## config.mk

```make
export PLATFORM = sky130hd
export DESIGN_NAME = seq_pattern_tx_flat
export DESIGN_NICKNAME = d
export VERILOG_FILES = /design/src/rtl/seq_pattern_tx_if.sv /design/src/rtl/seq_pattern_tx.sv /design/src/flat_wrapper.sv
export SDC_FILE = /design/constraint.sdc
export NUM_CORES = 1
export LEC_CHECK = 0
export BUFFER_PORTS_ARGS = -buffer_cell sky130_fd_sc_hd__clkbuf_2
export CAP_MARGIN = 20
export CORE_MARGIN = 2
export CORE_UTILIZATION = 60
export CTS_CLUSTER_DIAMETER = 150
export CTS_CLUSTER_SIZE = 16
export DETAILED_ROUTE_END_ITERATION = 12
export PLACE_DENSITY = 0.87
export SETUP_SLACK_MARGIN = 0.4
export SLEW_MARGIN = 15
export SYNTH_ARGS = -nofsm -noshare
export SYNTH_HDL_FRONTEND = slang
export SYNTH_SLANG_ARGS = --single-unit
```

## constraint.sdc

```tcl
create_clock -name clk -period 4.4 [get_ports clk]
set_input_delay 0.22 -clock clk [delete_from_list [all_inputs] [get_ports clk]]
set_output_delay 0.22 -clock clk [all_outputs]
set_load 0.02 [all_outputs]
```

## src/rtl/seq_pattern_tx_if.sv

```systemverilog
// Handshake and serial-line bundle for seq_pattern_tx.
// master = upstream payload source, slave = the transmitter itself.
interface seq_pattern_tx_if #(
  parameter int DATA_W = 8
);
  logic              in_valid;
  logic [DATA_W-1:0] in_data;
  logic              in_ready;
  logic              out;
  logic              out_frame;
  logic              done;

  modport master (
    output in_valid, in_data,
    input  in_ready, out, out_frame, done
  );

  modport slave (
    input  in_valid, in_data,
    output in_ready, out, out_frame, done
  );
endinterface

```

## src/rtl/seq_pattern_tx.sv

```systemverilog
// Serial frame transmitter: on acceptance it sends the "101" preamble,
// the latched payload MSB first, an optional odd-parity bit and a
// one-cycle gap that carries the done pulse. All outputs come straight
// from registers, so nothing on the line depends combinationally on inputs.
module seq_pattern_tx #(
  parameter int DATA_W    = 8,
  parameter int PARITY_EN = 1
) (
  input  logic            clk,
  input  logic            areset,
  seq_pattern_tx_if.slave bus
);

  // Counter must hold the value DATA_W itself so it never wraps in a frame.
  localparam int               CNT_W    = $clog2(DATA_W + 1);
  localparam logic [CNT_W-1:0] LAST_CNT = CNT_W'(DATA_W);

  typedef enum logic [2:0] {
    IDLE = 3'd0,
    PRE1 = 3'd1,
    PRE0 = 3'd2,
    PRE2 = 3'd3,
    DATA = 3'd4,
    PAR  = 3'd5,
    GAP  = 3'd6
  } state_t;

  state_t            r_state;
  logic [DATA_W-1:0] r_shift;
  logic [CNT_W-1:0]  r_cnt;
  logic              r_par;
  logic              r_out;
  logic              r_frame;
  logic              r_done;
  logic              r_ready;

  // Bit that makes payload plus parity carry an odd number of ones.
  function automatic logic odd_parity_bit(input logic [DATA_W-1:0] d);
    return ~^d;
  endfunction

  // Frame sequencer; each output register is loaded with the value that
  // belongs to the state being entered, keeping outputs aligned with state.
  always_ff @(posedge clk or posedge areset) begin
    if (areset) begin
      r_state <= IDLE;
      r_shift <= '0;
      r_cnt   <= '0;
      r_par   <= 1'b0;
      r_out   <= 1'b0;
      r_frame <= 1'b0;
      r_done  <= 1'b0;
      r_ready <= 1'b1;
    end else begin
      case (r_state)
        IDLE: begin
          if (bus.in_valid) begin
            // Parity is fixed at acceptance because the shift register
            // is consumed while the data bits go out.
            r_shift <= bus.in_data;
            r_par   <= odd_parity_bit(bus.in_data);
            r_cnt   <= '0;
            r_state <= PRE1;
            r_out   <= 1'b1;
            r_frame <= 1'b1;
            r_done  <= 1'b0;
            r_ready <= 1'b0;
          end else begin
            r_state <= IDLE;
            r_out   <= 1'b0;
            r_frame <= 1'b0;
            r_done  <= 1'b0;
            r_ready <= 1'b1;
          end
        end
        PRE1: begin
          r_state <= PRE0;
          r_out   <= 1'b0;
        end
        PRE0: begin
          r_state <= PRE2;
          r_out   <= 1'b1;
        end
        PRE2: begin
          r_state <= DATA;
          r_out   <= r_shift[DATA_W-1];
          r_shift <= r_shift << 1;
          r_cnt   <= CNT_W'(1);
        end
        DATA: begin
          // r_cnt counts bits already placed on the line.
          if (r_cnt == LAST_CNT) begin
            if (PARITY_EN != 0) begin
              r_state <= PAR;
              r_out   <= r_par;
            end else begin
              r_state <= GAP;
              r_out   <= 1'b0;
              r_frame <= 1'b0;
              r_done  <= 1'b1;
            end
          end else begin
            r_out   <= r_shift[DATA_W-1];
            r_shift <= r_shift << 1;
            r_cnt   <= r_cnt + CNT_W'(1);
          end
        end
        PAR: begin
          r_state <= GAP;
          r_out   <= 1'b0;
          r_frame <= 1'b0;
          r_done  <= 1'b1;
        end
        GAP: begin
          r_state <= IDLE;
          r_cnt   <= '0;
          r_out   <= 1'b0;
          r_frame <= 1'b0;
          r_done  <= 1'b0;
          r_ready <= 1'b1;
        end
        default: begin
          r_state <= IDLE;
          r_shift <= '0;
          r_cnt   <= '0;
          r_out   <= 1'b0;
          r_frame <= 1'b0;
          r_done  <= 1'b0;
          r_ready <= 1'b1;
        end
      endcase
    end
  end

  assign bus.in_ready  = r_ready;
  assign bus.out       = r_out;
  assign bus.out_frame = r_frame;
  assign bus.done      = r_done;

endmodule

```

## src/flat_wrapper.sv

```systemverilog
// flat-port wrapper written by rule: the top's interface ports become plain ports
module seq_pattern_tx_flat 
#(
  parameter int DATA_W    = 8,
  parameter int PARITY_EN = 1
)
  (clk, areset, bus_in_valid, bus_in_data, bus_in_ready, bus_out, bus_out_frame, bus_done);
  seq_pattern_tx_if #(.DATA_W(DATA_W)) bus_i ();
  input  logic clk;
  input  logic areset;
  input wire logic [$bits(bus_i.in_valid)-1:0] bus_in_valid;
  input wire logic [$bits(bus_i.in_data)-1:0] bus_in_data;
  output wire logic [$bits(bus_i.in_ready)-1:0] bus_in_ready;
  output wire logic [$bits(bus_i.out)-1:0] bus_out;
  output wire logic [$bits(bus_i.out_frame)-1:0] bus_out_frame;
  output wire logic [$bits(bus_i.done)-1:0] bus_done;
  assign bus_i.in_valid = bus_in_valid;
  assign bus_i.in_data = bus_in_data;
  assign bus_in_ready = bus_i.in_ready;
  assign bus_out = bus_i.out;
  assign bus_out_frame = bus_i.out_frame;
  assign bus_done = bus_i.done;
  seq_pattern_tx #(.DATA_W(DATA_W), .PARITY_EN(PARITY_EN)) u_core (.clk(clk), .areset(areset), .bus(bus_i));
endmodule
```

==> impl_metrics.toml, run 1 <==
[floorplan]
die_w_um = 48.2
pin_count = 15
die_area_um2 = 2320
core_area_um2 = 1780
core.rowCount = 15
initial_core_util_pct = 65.7
die_h_um = 48.2

[sta]
grt_setup_unrepaired = "false"
fin_crit_sh_pct = 38.9
finalSetupViolations = 0
worst_pin_slew_ns = 0.717
final_hold_viol_count = 0
slew_headroom_pct = 52.2
drv_slew = 0
finalSetupTns_ns = 0
skew_ns = 0.00973
fmax_ghz = 0.585
post-route-min-period_ns = 1.71

[placed_design]
place_hpwl_um = 1650
gp_congestion = 0.806
io_buffers = 14
place_area_um2 = 1240

[drt]
wl_met1_um = 1000
wl_per_cell_um = 13.8
met3_length_um = 55
first_pass_iters = 4
dr.first_iter.drc_count = 21
post_drt_via_cell_ratio = 5.59
top_layer = "met4"
drt_wl_total_um = 2090
drcViolationCount = 0
ant_nets = 0
via_count = 850
met2WireLength_um = 988

[yosys]
yosysSeqAreaShare_pct = 42.8
synthFlopType = "dfrtp_1"
synth_top_area_share_pct = 40.6
ys_ff_latch = 20
synth.area.top_cells = "dfrtp_1, mux2_2, a22o_1, xnor2_1, o21ai_0"
yosysTopAreaCell = "dfrtp_1"
synthesis.nets = 126
synth_edf_count = 0
async_flop_share_pct = 100
synth_cell_types = 35
synth_area_um2 = 1170
synth_warnings = 0
synthCells = 113
syn_area_per_cell_um2 = 10.4

[pwr]
p_int_mw = 0.474
pwr-share-seq_pct = 41.5
p_per_area_nw_per_um2 = 641
power_switching_mw = 0.338
p_clk_share_pct = 10.8
ir_drop_mv = 0.423
switching_share_pct = 41.7
p_comb_share_pct = 47.7
power_leakage_nw = 0.589

[global_route]
grt_pass1_vias = 835
grt_max_degree = 21
grt_pass1_wl_um = 3590
globalRouteOverflowTotal = 0
antenna_found_initial = 0
grt_use_total_pct = 22.6

[final_layout]
fin_nets = 141
drive_above_1_share_pct = 27.6
syn2layout_area_growth_pct = 8.12
stdcell_area_um2 = 1270
final_cell_mix = "dfrtp_1, clkbuf_2, nand2_1, o21ai_0, nor2_1"
mostFrequentLayoutCell = "dfrtp_1"
diodes = 0

[worst_setup_path]
critPathMaxFanout = 18
critPathLaunchType = "flip-flop"
rrSetupSlack_ns = 2.69
critPathKind = "reg2reg"
required_ns = 4.59
cp_data_arrival_time_ns = 1.90
endpoint_kind = "flip-flop"

[cts]
postCtsHoldBufs = 0
cts_tree = "yes"
cts.path.max_buffers = 2
cts_root_buf = "clkbuf_4"
path_clk_slew_ns = 0.11
cts_setup_buffers = 0
cts_sinks = 20
ctsResizeCount = 0
h-tree-depth = 1
cts_buffers = 3
clk_latency_ns = 0.30

[hold_path]
hold_path_class = "in2async"

[run]
cap_violations = 0

[run_status]
status = "completed"
## flip-flops by register name (all words and copies together), names as in the netlist
| register | cells |
|---|---|
| u_core.bus.done | 1 |
| u_core.bus.in_ready | 1 |
| u_core.bus.out | 1 |
| u_core.bus.out_frame | 1 |
| u_core.r_cnt | 4 |
| u_core.r_par | 1 |
| u_core.r_shift | 8 |
| u_core.r_state | 3 |
## area by class of cell
type                    instances  area, µm²
fillers                       136        517
well taps                      25       31.3
clock buffers                   4       26.3
repair buffers                 14       70.1
flip-flops and latches         20        502
inverters                       6       22.5
multi-input cells              83        614
## final timing paths
check,from,end,cells after the start
min reg2reg,u_core.r_shift[3],u_core.r_shift[3],1
max,u_core.r_state[2],u_core.r_shift[2],3
max in group asynchronous,areset,u_core.r_cnt[1],2
max reg2reg,u_core.r_state[2],u_core.r_shift[2],3
min in group clk,bus_in_data[0],u_core.r_shift[0],3
min,areset,u_core.r_shift[5],2
## routing by layer
layer,track usage (%),vias up
li1,-,426
met1,29.7,398
met2,36.6,19
met3,3.33,7
met4,10.3,0
met5,0,-
## power groups by stage
stage | clock (mW) | sequential [mW] | combinational [mW]
3_3_place_gp | 0 | 0.336 | 0.370
4_1_cts | 0.0907 | 0.335 | 0.388
6_report | 0.0879 | 0.337 | 0.387
2_1_floorplan | 0 | 0.314 | 0.342
3_5_place_dp | 0 | 0.339 | 0.386
5_1_grt | 0.0984 | 0.350 | 0.430
## cells by family (layout without fill, tap and decap cells)
group	after synthesis	in the layout	synth area share, %
AOI/OAI and AO/OA	31	31	18.4
and+or+nand+nor	31	31	14.9
DFF	20	20	42.8
muxes	11	11	11.1
buffers and inverters	10	24	4.70
xor gates and xnor gates	8	8	5.98
adders and majority gates	2	2	2.14
## critical path, cell delays in order, from the launching register on
cell and delay, ns:
dfrtp_1 0.69, o21ai_1 0.19, o21ai_4 0.34, mux2_2 0.39
## cell usage after synthesis, types with 3 or more instances
library cell	count
xnor2_1	7
inv_1	5
nand2_1	10
dfrtp_1	19
nor2b_1	3
a21oi_1	3
o21ai_1	4
nor2_1	9
o21ai_0	10
a22o_1	7
mux2_2	7
## stage by stage
stage	power [mW]	worst slack, ns	hold slack [ns]	util, %	cells
after global routing	0.878	2.57	0.0704	71.0	152
after floorplan	0.656	2.85	0.183	-	113
after global placement	0.705	2.75	0.348	69.5	148
after CTS	0.813	2.70	0.0294	71.0	152
after detailed placement	0.725	2.71	0.358	69.5	148
final	0.812	2.69	0.000828	71.0	152
No activity file was read; power rests on OpenSTA's default activity.
==> run 2: changes to the inputs <==
Settings changed: ABC_AREA set to 1, CORE_UTILIZATION 60 to 51, PLACE_DENSITY 0.87 to 0.79.
Clock period 4.4 ns to 1.5 ns, I/O delays scaled along.
==> run 2 against run 1 <==
Compared with the run above:
- global-route usage up 2.3 points
- wire length up 46%
- synthesized cell count up 59%
- first-iteration DRC count up 120%
- largest power group unchanged
==> impl_metrics.toml, run 2 <==
[cts]
path_clk_slew_ns = 0.12
h-tree-depth = 1
cts_sinks = 20
cts_buffers = 3
cts_root_buf = "clkbuf_4"
cts_tree = "yes"
clk_latency_ns = 0.30
cts.path.max_buffers = 2

[drt]
met2WireLength_um = 1550
wl_per_cell_um = 12.5
via_count = 1296
post_drt_via_cell_ratio = 5.29
ant_nets = 0
dr.first_iter.drc_count = 46
top_layer = "met4"
met3_length_um = 150
drt_wl_total_um = 3070
wl_met1_um = 1280
first_pass_iters = 4
drcViolationCount = 0

[sta]
fin_crit_sh_pct = 96.7
drv_slew = 0
grt_setup_unrepaired = "true"
skew_ns = 0.0144
slew_headroom_pct = 83.1
holdWs_ns = 0.0985
worst_pin_slew_ns = 0.254
post-route-min-period_ns = 1.45
final_hold_viol_count = 0
fmax_ghz = 0.690
finalSetupViolations = 0
finalSetupTns_ns = 0
fin_ws_ns = 0.0500

[floorplan]
core.rowCount = 17
core_area_um2 = 2250
pin_count = 15
die_h_um = 53.3
die_w_um = 53.3
die_area_um2 = 2840
initial_core_util_pct = 54.9

[final_layout]
fillCellCount = 181
final_cells = 245
stdcell_area_um2 = 1610
syn2layout_area_growth_pct = 29.9
largest_registers = "u_core.r_shift (8), u_core.r_cnt (4), u_core.r_state (3)"
largest_reg_flops = 8
diodes = 0
fin_nets = 231
multi_input_area_um2 = 734
final_cell_mix = "nand2_1, dfrtp_1, buf_4"
mostFrequentLayoutCell = "nand2_1"
seq_area_um2 = 503
post-route-util_pct = 71.3
regMostFlops = "u_core.r_shift"
drive_above_1_share_pct = 33.2

[yosys]
syn_area_per_cell_um2 = 6.87
synthTopCellsByCount = "nand2_1, dfrtp_1, inv_1"
synth_top_area_share_pct = 38.4
synth_cell_types = 22
synthFlopType = "dfrtp_1"
synth.area.top_cells = "dfrtp_1, nand2_1, inv_1, o21ai_0, nor2_4"
synth_area_um2 = 1240
synthesis.nets = 193
ys_ff_latch = 20
synth_xor_area_share_pct = 2.12
synth_edf_count = 0
synthCells = 180
yosysTopAreaCell = "dfrtp_1"
synth.area.mux_share_pct = 0
synth_compound_area_share_pct = 7.99
synth_most_common_cell = "nand2_1"
synth-simple-area-share_pct = 39.8
synthAdderAreaFrac_pct = 2.02
async_flop_share_pct = 100
synth_top_family_by_area = "simple AND/OR/NAND/NOR gates"
synth_warnings = 0
yosysSeqAreaShare_pct = 40.5

[worst_setup_path]
critPathKind = "reg2reg"
endpoint_kind = "flip-flop"
timing.critical_path.mode_cell = "nor2_4"
slowest_delay_ns = 0.40
critical_path.top_delay_family = "simple AND/OR/NAND/NOR gates"
critPathMaxFanout = 5
cp_data_arrival_time_ns = 1.66
critPathLaunchType = "flip-flop"
cp_num_buf_inv = 2
critical_path.slowest_cell = "dfrtp_1"
crit_chain = "inv_2 -> ha_4 -> nand3b_1 -> nor2_4 -> nor2_4 -> nand2_4 -> buf_4 -> o21ai_1"
required_ns = 1.71

[placed_design]
pre_cts_slack_ns = 0.111
place_area_um2 = 1350
dp.cells = 223
io_buffers = 14
gp_congestion = 0.764
place_hpwl_um = 1950

[pwr]
p_total_mw = 2.84
power_leakage_nw = 0.885
p_per_area_nw_per_um2 = 1770
ir_drop_mv = 1.46

[run_status]
status = "completed"

[global_route]
grt_max_degree = 21
grt_pass1_vias = 1225
grt_pass1_wl_um = 5070
grt_use_total_pct = 24.8
antenna_found_initial = 0
globalRouteOverflowTotal = 0

[run]
cap_violations = 0

[hold_path]
hold_path_class = "in2reg"
[run 2: tightest hold or removal path: cells and delay by family]
kind                   cells  cell delay, ns
buffers and inverters      1            0.11
and+or+nand+nor            1            0.08
AOI/OAI and AO/OA          1            0.08
[run 2: cell families (layout without fill, tap and decap cells)]
group	count (synthesis)	after routing
adders and majority gates	2	2
xor gates and xnor gates	3	3
and+or+nand+nor	112	113
buffers and inverters	24	60
DFF	20	20
AOI/OAI and AO/OA	19	19
[run 2: final timing paths]
kind	startpoint	slack (ns)	cells after the start	endpoint
worst max-delay path	u_core.r_cnt[1]	0.05	8	u_core.r_shift[0]
worst min-delay path	bus_in_data[0]	0.1	3	u_core.r_shift[0]
worst max register to register	u_core.r_cnt[1]	0.05	8	u_core.r_shift[0]
worst min register to register	u_core.r_shift[3]	0.50	2	u_core.r_shift[3]
max in group asynchronous	areset	0.91	4	u_core.bus.in_ready
min in group asynchronous	areset	0.30	4	u_core.r_shift[1]
[run 2: routing by layer]
metal / GRT usage, % / vias up
met2: 43.4 / 58
li1: - / 632
met1: 29.8 / 594
met3: 3.95 / 12
met5: 0 / -
met4: 10.3 / 0
[run 2: layout make-up]
| class | instances | share of cell area [%] |
|---|---|---|
| inverters | 24 | 6.07 |
| flip-flops and latches | 20 | 31.3 |
| repair buffers | 32 | 13.2 |
| clock buffers | 4 | 1.63 |
| multi-input cells | 137 | 45.7 |
| well taps | 28 | 2.18 |
[run 2: timing repair]
item                                    in CTS  in global routing
cloned                                       1                  0
endpoints found under the setup margin      18                 19
gates resized for setup                     24                 10
hold buffers                                 1                  0
pin swaps                                    7                  7
endpoints found under the hold margin       19                  0
setup buffers                               11                  5
[run 2: power by group]
| part | internal [mW] | switching (mW) |
|---|---|---|
| registers | 0.731 | 0.129 |
| clock network | 0.104 | 0.160 |
| logic | 0.645 | 1.08 |
| total | 1.48 | 1.36 |
